===== src/rtl/updown_counter_mod.sv =====
// Up/down counter with programmable inclusive limit, parallel load, wrap or saturate mode.
// Latency: one cycle from inputs to count/bound; at_max/at_zero follow count combinationally.
// Backpressure: none; en advances one step per cycle, load overrides en, otherwise count holds.
module updown_counter_mod #(
  parameter int               WIDTH     = 8,
  parameter logic [WIDTH-1:0] RESET_VAL = '0
) (
  input  logic             clk,
  input  logic             rst_n,
  input  logic             en,
  input  logic             up,
  input  logic             sat_mode,
  input  logic [WIDTH-1:0] max_val,
  input  logic             load,
  input  logic [WIDTH-1:0] load_val,
  input  logic             clr_ovf,
  output logic [WIDTH-1:0] count,
  output logic             bound,
  output logic             ovf_sticky,
  output logic             at_max,
  output logic             at_zero
);

  logic [WIDTH-1:0] count_q, count_d;
  logic             bound_q, bound_d;
  logic             ovf_q,   ovf_d;
  logic             hit;

  // Next-state: load beats en; a boundary step either wraps or clamps.
  always_comb begin
    count_d = count_q;
    hit     = 1'b0;
    if (load) begin
      count_d = (load_val > max_val) ? max_val : load_val;
    end else if (en) begin
      if (up) begin
        if (count_q >= max_val) begin
          hit     = 1'b1;
          count_d = sat_mode ? max_val : '0;
        end else begin
          count_d = count_q + 1'b1;
        end
      end else begin
        // A lowered limit pulls the count back in range without flagging a boundary.
        if (count_q > max_val) begin
          count_d = max_val;
        end else if (count_q == '0) begin
          hit     = 1'b1;
          count_d = sat_mode ? '0 : max_val;
        end else begin
          count_d = count_q - 1'b1;
        end
      end
    end
    bound_d = hit;
    // Setting wins over a same-edge clear so no boundary event is lost.
    ovf_d   = hit | (ovf_q & ~clr_ovf);
  end

  // State registers; reset takes effect immediately and drops any step in flight.
  always_ff @(posedge clk or negedge rst_n) begin
    if (!rst_n) begin
      count_q <= RESET_VAL;
      bound_q <= 1'b0;
      ovf_q   <= 1'b0;
    end else begin
      count_q <= count_d;
      bound_q <= bound_d;
      ovf_q   <= ovf_d;
    end
  end

  assign count      = count_q;
  assign bound      = bound_q;
  assign ovf_sticky = ovf_q;
  assign at_max     = (count_q >= max_val);
  assign at_zero    = (count_q == '0);

endmodule


===== config.mk =====
export PLATFORM = sky130hd
export DESIGN_NAME = updown_counter_mod
export DESIGN_NICKNAME = d
export VERILOG_FILES = /design/src/rtl/updown_counter_mod.sv
export SDC_FILE = /design/constraint.sdc
export NUM_CORES = 1
export LEC_CHECK = 0
export ABC_CLOCK_PERIOD_IN_PS = 5800
export BUFFER_PORTS_ARGS = -buffer_cell sky130_fd_sc_hd__clkbuf_2
export CORE_ASPECT_RATIO = 0.75
export CORE_MARGIN = 10
export CORE_UTILIZATION = 40
export DETAILED_ROUTE_END_ITERATION = 10
export SYNTH_ARGS = -nofsm -noshare
export SYNTH_HDL_FRONTEND = slang
export SYNTH_SLANG_ARGS = --single-unit

===== constraint.sdc =====
create_clock -name clk -period 5.8 [get_ports clk]
set_input_delay 0.29 -clock clk [delete_from_list [all_inputs] [get_ports clk]]
set_output_delay 0.29 -clock clk [all_outputs]
set_load 0.01 [all_outputs]

==> results.md, run 1 <==
* Most frequent cells in the layout: clkbuf_2, ha_1, inv_1, a21oi_1, nand2_1
* DR WL/cell at ~19 um
* Top FF cell, synth: dfrtp_1
* Fmax achieved at about 340 MHz
* # rows at 18
* H-tree levels at 1
* Placed Area at roughly 1700 um^2
* Post-synthesis cell area at ~1500 um^2
* Mapped Nets at 220
* Mapped Cells at between 150 and 200
* Crit. End Element: primary output
* Final Skew at between 0.001 and 0.0015 ns
* GR peak layer: met2
* Vias per cell at about 6.1
* Post-Route WL at around 5000 um
* Pwr dens at roughly 240 nW/um^2
* Total power at 0.414 mW
* Vias in the first global route at 1,666
* Rel. slew slack at 0.461
* DPL Wire Length at 4040 um
* Placed Instances at 256
* Worst EP arrival at between 2 and 3 ns
* ANT nets after route at 0
* RSZ-0062 raised after global routing: false
* Synthesized area per cell at a little over 8 um^2
* DR iter-0 viols at 120
* Met1 Use GR at 0.194
* Leakage at around 0.8 nW
* CTS clock-pin slew for the worst setup and hold paths at 0.05 ns
* CP Max Fanout at 10
* Synth unique cells at 48
* Async SR Flop Fraction at 1.00
* Core area at between 3000 and 4000 um^2
* Initial Util at 0.432
* Area growth, synth to finish at 18.1%
* Nets at 254
* Die Ht at ~72 um
* Synth warn at 0
* HP Class: input port to flop
* Clk sinks at 10
* Min Tclk post-route at 2.90 ns
* Diodes inserted at 0
* Ports at 35
* Final worst-path cycle share at 0.500
* Status: completed
* Critical path class: flop to primary output
* Layout cell share with drive strength beyond 1 at 0.251
* DRT Pass-1 Iters at 4
* Initial antenna violation count at 0
* Final setup viols at 0
* Die area at roughly 6500 um^2
* DRC Markers at 0
* Pins Over Slew Limit at 0
* Worst Max-Slew Pin Slew at between 0.8 and 0.9 ns
* Commonest non-fill, non-tap cell in the layout: clkbuf_2
* Synth Register Bits at 10
* DR vias at between 1,500 and 2,000
* Finished Layout Cells at ~260
* Worst Setup Start Kind: flop
* Routability cong. at approximately 1.0
* Peak VDD IR at about 0.14 mV
* EDFF count, synth at 0
* Max-cap violations at 0
* Total Routing Usage GR at 0.154
* CTS tree: built
* TritonCTS Buffers at 3
* Port Buffer Count at 34
* Seq/Total Area, Yosys at 0.170
* CTS root buf: clkbuf_8
* Number of post-CTS setup repair buffers at 0
* Max Buffers Root-to-Sink at 2
* CP required at 5.51 ns
* Met2 usage at 0.244
* Fin. Hold Viols at 0
* Total negative setup slack at 0 ns
* First-pass GRT wire length at between 8000 and 9000 um
* WHS at between 0.2 and 0.25 ns
* Clock Latency Late Sink at approximately 0.24 ns
* GRT met3 Usage at 0.0545
* Largest net degree at the start of global routing at 14
* Design Area, Final at around 1700 um^2
* Die X at about 90 um
* Grt ovf at 0
## layout make-up
class	instances	area [um^2]
sequential	10	250
timing repair buffer	35	180
fill	323	1670
clock buffer	4	55.1
multi-input combinational	144	1120
inverter	18	67.6
tap	50	62.6
## cells by family (layout without fill, tap and decap cells)
logic type,Yosys count,count (layout),synth area share
flops,10,10,0.170
buf+inv,24,57,0.0681
simple gates,52,52,0.190
fa+ha+maj,19,19,0.162
mux,9,9,0.0673
compound gates,56,56,0.295
xor+xnor,8,8,0.0477
## per-stage QoR
stage	utilization	worst slack, ns
3_5_place_dp	0.491	3.13
4_1_cts	0.510	2.97
5_1_grt	0.510	2.75
2_1_floorplan	-	3.36
6_report	0.510	2.90
3_3_place_gp	0.491	3.13
## sequential cells by signal (all words and copies together) (netlist names)
signal,count
count,8
bound,1
ovf_sticky,1
## worst max-delay path: stages, from the launching register on
cell      delay [ns]
dfrtp_1         0.52
inv_1           0.21
ha_1            0.32
nand4_1         0.18
a31oi_2         0.51
or2_1           0.42
clkbuf_2        0.21
## cells in the mapped netlist, types with 2 or more instances
library cell | n | share of area
xnor2_1 | 3 | 0.018
and3_1 | 5 | 0.021
o311ai_1 | 2 | 0.012
a311o_1 | 2 | 0.014
a311oi_1 | 4 | 0.024
nor2_1 | 8 | 0.020
ha_1 | 19 | 0.16
nand3_1 | 6 | 0.020
o31ai_1 | 7 | 0.036
nand4_1 | 4 | 0.017
xor2_1 | 5 | 0.030
mux2i_1 | 2 | 0.014
buf_2 | 2 | 0.0068
inv_1 | 18 | 0.046
a31oi_1 | 2 | 0.0085
o311ai_0 | 2 | 0.012
nand2_1 | 11 | 0.028
nand2b_1 | 3 | 0.013
clkbuf_1 | 3 | 0.0077
dfrtp_1 | 10 | 0.17
o221ai_1 | 2 | 0.012
a221oi_1 | 6 | 0.036
nor3_1 | 7 | 0.024
o21ai_0 | 3 | 0.010
a211oi_1 | 2 | 0.010
mux2_2 | 7 | 0.054
a21oi_1 | 12 | 0.041
## power by group
part | switching (mW) | internal (mW)
Clock | 0.0314 | 0.0600
Combinational | 0.124 | 0.0892
Sequential | 0.0289 | 0.0801
Total | 0.185 | 0.229
## final timing paths
kind	startpoint	end	slack (ns)	depth (start not counted)
max reg2reg	count[0]$_DFFE_PN0P_	count[0]$_DFFE_PN0P_	3.04	7
min reg2reg	ovf_sticky$_DFF_PN0_	ovf_sticky$_DFF_PN0_	0.55	2
max	count[0]$_DFFE_PN0P_	at_max	2.90	6
min	clr_ovf	ovf_sticky$_DFF_PN0_	0.23	2
min in group asynchronous	rst_n	count[5]$_DFFE_PN0P_	0.47	2
max in group asynchronous	rst_n	bound$_DFF_PN0_	5.10	2
## metal layers
layer	part of all wire	wire length, um
met5	0	0
met4	0.016	82
met3	0.092	458
met2	0.42	2100
met1	0.47	2360
## what timing repair did
action | in CTS | in global routing
endpoints found under the hold margin | 10 | 0
resized for setup | 0 | 0
hold buffers | 1 | 0
Power figures use the tool's default switching activity.
==> run 2, diff against run 1 <==
--- a/config.mk
+++ b/config.mk
@@ -5,7 +5,8 @@
 export SDC_FILE = /design/constraint.sdc
 export NUM_CORES = 1
 export LEC_CHECK = 0
-export ABC_CLOCK_PERIOD_IN_PS = 5800
+export ABC_AREA = 1
+export ABC_CLOCK_PERIOD_IN_PS = 2700
 export BUFFER_PORTS_ARGS = -buffer_cell sky130_fd_sc_hd__clkbuf_2
 export CORE_ASPECT_RATIO = 0.75
 export CORE_MARGIN = 10
==> constraint.sdc (replaced) <==
create_clock -name clk -period 2.7 [get_ports clk]
set_input_delay 0.135 -clock clk [delete_from_list [all_inputs] [get_ports clk]]
set_output_delay 0.135 -clock clk [all_outputs]
set_load 0.01 [all_outputs]
==> run 2 against run 1 <==
Effect of this change: critical path type unchanged; sequential cell count stayed put; critical path depth is the same; synthesized cell count is 72% higher; count of clock-buffer cells in the layout unchanged; worst hold slack got worse by 0.14 ns; global-route usage is 1.7 points lower; utilization fell by 3.5 points; cell area rose by 24%; die area rose by 22%; final cell count is 52% higher.
==> results.md, run 2 <==
* Leakage at roughly 1.2 nW
* First-pass GRT wire length at 9140 um
* Area growth, synth to finish at 13.1%
* Switch share at 0.497
* Critical path class: flop to primary output
* Ports at 35
* Layout cell share with drive strength beyond 1 at 0.198
* Die X at roughly 100 um
* Max FFs per register at 8
* Placed Area at 2080 um^2
* Worst Setup Start Kind: flop
* HP Class: input port to flop
* DPL Wire Length at 4610 um
* CTS root buf: clkbuf_8
* H-tree levels at 1
* Final worst-path cycle share at 0.831
* Post-Synth Adder-Cell Area at 0.125
* Final setup viols at 0
* Mapped Cells at around 310
* Fmax achieved at roughly 450 MHz
* Worst EP arrival at approximately 2.1 ns
* DRC Markers at 0
* Die Ht at 79.7 um
* Post-Route WL at between 5000 and 6000 um
* Nets at approximately 380
* Largest net degree at the start of global routing at 19
* Max-cap violations at 0
* Top cell type's share of synthesized area at 0.150
* CTS clock-pin slew for the worst setup and hold paths at about 0.05 ns
* CP required at around 2.6 ns
* Top FF cell, synth: dfrtp_1
* Synthesized area per cell at 6.21 um^2
* Crit. End Element: primary output
* CP Max Fanout at 18
* Top cells by area, synth: nand2_1, dfrtp_1, ha_1, nand3_1, nor2_1
* Most frequent cell after synthesis: nand2_1
* Clk sinks at 10
* R2r worst-path depth at 10
* Most frequent cells in the layout: nand2_1, nand3_1, nor2_1, clkbuf_2, inv_1
* Async SR Flop Fraction at 1.00
* Total negative setup slack at 0 ns
* Final Skew at about 0.0040 ns
* TritonCTS Buffers at 3
* Die area at ~7900 um^2
* Vias per cell at 5.19
* Mapped Nets at approximately 350
* Synth Register Bits at 10
* Synth warn at 0
* Total Routing Usage GR at 0.137
* Post-synthesis simple-gate area fraction at 0.482
* # rows at 21
* Grt ovf at 0
* Internal Pwr Total at around 0.57 mW
* Initial Util at 0.420
* Min Tclk post-route at approximately 2.2 ns
* Pins Over Slew Limit at 0
* Synth unique cells at 32
* Synth cell count leaders: nand2_1, nand3_1, nor2_1
* Slowest cell on the critical path: dfrtp_1
* Clock Latency Late Sink at about 0.24 ns
* Fin util at 0.475
* EDFF count, synth at 0
* Diodes inserted at 0
* Pwr dens at roughly 530 nW/um^2
* Routability cong. at about 0.93
* CTS tree: built
* Switching power at 0.564 mW
* Worst hold path depth at 2
* Crit path cell chain: ha_1 -> nand2_1 -> nor2_4 -> nand4_4 -> nand3_4 -> clkbuf_2
* Commonest non-fill, non-tap cell in the layout: nand2_1
* DRT Pass-1 Iters at 5
* Hold_sp: clr_ovf
* FILL cells at about 500
* End of the worst hold path: ovf_sticky$_DFF_PN0_
* Vias in the first global route at about 1,900
* Design Area, Final at roughly 2100 um^2
* Max Buffers Root-to-Sink at 2
* DR iter-0 viols at approximately 160
* Synth Area in XOR/XNOR at 0.0184
* Rel. slew slack at 0.696
* Fin. Hold Viols at 0
* Clock Power Share at 0.167
* Seq/Total Area, Yosys at 0.132
* Peak VDD IR at around 0.31 mV
* Largest family of logic cells by synthesized area: simple AND/OR/NAND/NOR gates
* R2R setup slack at between 0.4 and 0.5 ns
* Status: completed
* Reg-to-Reg Start: count[5]$_DFFE_PN0P_
* Synth area leader: nand2_1
* DR vias at 2,056
* Biggest cell delay along the critical path at ~0.54 ns
* Number of post-CTS setup repair buffers at 0
* DR WL/cell at 14.0 um
* Core area at between 4000 and 5000 um^2
* Combinational power share at 0.633
* RSZ-0062 raised after global routing: false
* Flop pwr share at 0.199
* RR Endpoint: count[5]$_DFFE_PN0P_
* Worst Max-Slew Pin Slew at between 0.4 and 0.5 ns
* Synth Area in Compound Gates at 0.123
* Mux share of post-synthesis cell area at 0
* Port Buffer Count at 34
* Initial antenna violation count at 0
* ANT nets after route at 0
* Post-synthesis cell area at about 1900 um^2
-- run 2: changes by cell type after synthesis, sizes merged, moves of 6 or more --
cell / delta
o21ai: +8
nand3: +43
mux2: -7
inv: +17
o31ai: -7
a221oi: -6
nor2: +35
nand2: +72
nor3: -8
a21oi: +15
-- run 2: area by class of cell --
type	count	area, um^2	area share
Inverter	38	148	0.0687
Multi-Input combinational cell	249	1420	0.662
Timing Repair Buffer	38	203	0.0944
Clock buffer	4	55.1	0.0256
Tap cell	57	71.3	0.0332
Sequential cell	10	250	0.116
-- run 2: what timing repair did --
item	in CTS	in global routing
hold buffers	1	0
gates resized for setup	0	0
endpoints found under the hold margin	10	0
-- run 2: cell families after synthesis --
logic type	Yosys count
flops	10
buf+inv	47
xor+xnor	4
fa+ha+maj	19
compound gates	42
simple gates	184
-- run 2: routing by layer --
layer  vias up  share of wire  global-route usage
met3         0          0.094              0.0476
met1       903           0.50               0.196
li1       1070              -                   -
met4         0              0             0.00857
met2        83           0.41               0.197
met5         -              0                   0
-- run 2: worst max-delay path: cells and delay by family, from the launching register on --
family / cells / cell delay, ns
buf+inv: 1 / 0.16
fa+ha+maj: 1 / 0.39
simple gates: 4 / 0.78
flops: 1 / 0.54
-- run 2: power by group through the flow --
stage | combinational [mW] | sequential (mW) | clock, mW
floorplan | 0.543 | 0.224 | 0
global placement | 0.713 | 0.229 | 0
detailed placement | 0.709 | 0.230 | 0
CTS | 0.716 | 0.227 | 0.194
global route | 0.822 | 0.232 | 0.201
finish | 0.719 | 0.226 | 0.190
-- run 2: per-stage QoR --
step           setup WS (ns)  total power, mW  cells  hold WS (ns)
2_1_floorplan          0.909            0.767    306        -0.161
3_3_place_gp           0.533            0.943    391        0.0194
3_5_place_dp           0.519            0.939    391        0.0169
4_1_cts                0.455             1.14    396        0.0966
5_1_grt                0.305             1.26    396         0.113
6_report               0.455             1.14    396        0.0950
-- run 2: worst max path at each step --
| stage | depth (start not counted) | from | slack (ns) | endpoint |
|---|---|---|---|---|
| 2_1_floorplan | 11 | count[7]$_DFFE_PN0P_ | 0.91 | count[7]$_DFFE_PN0P_ |
| 3_3_place_gp | 10 | count[5]$_DFFE_PN0P_ | 0.53 | count[5]$_DFFE_PN0P_ |
| 3_5_place_dp | 10 | count[5]$_DFFE_PN0P_ | 0.52 | count[5]$_DFFE_PN0P_ |
| 4_1_cts | 6 | count[5]$_DFFE_PN0P_ | 0.45 | at_max |
| 5_1_grt | 10 | count[5]$_DFFE_PN0P_ | 0.31 | count[4]$_DFFE_PN0P_ |
| 6_report | 6 | count[5]$_DFFE_PN0P_ | 0.46 | at_max |
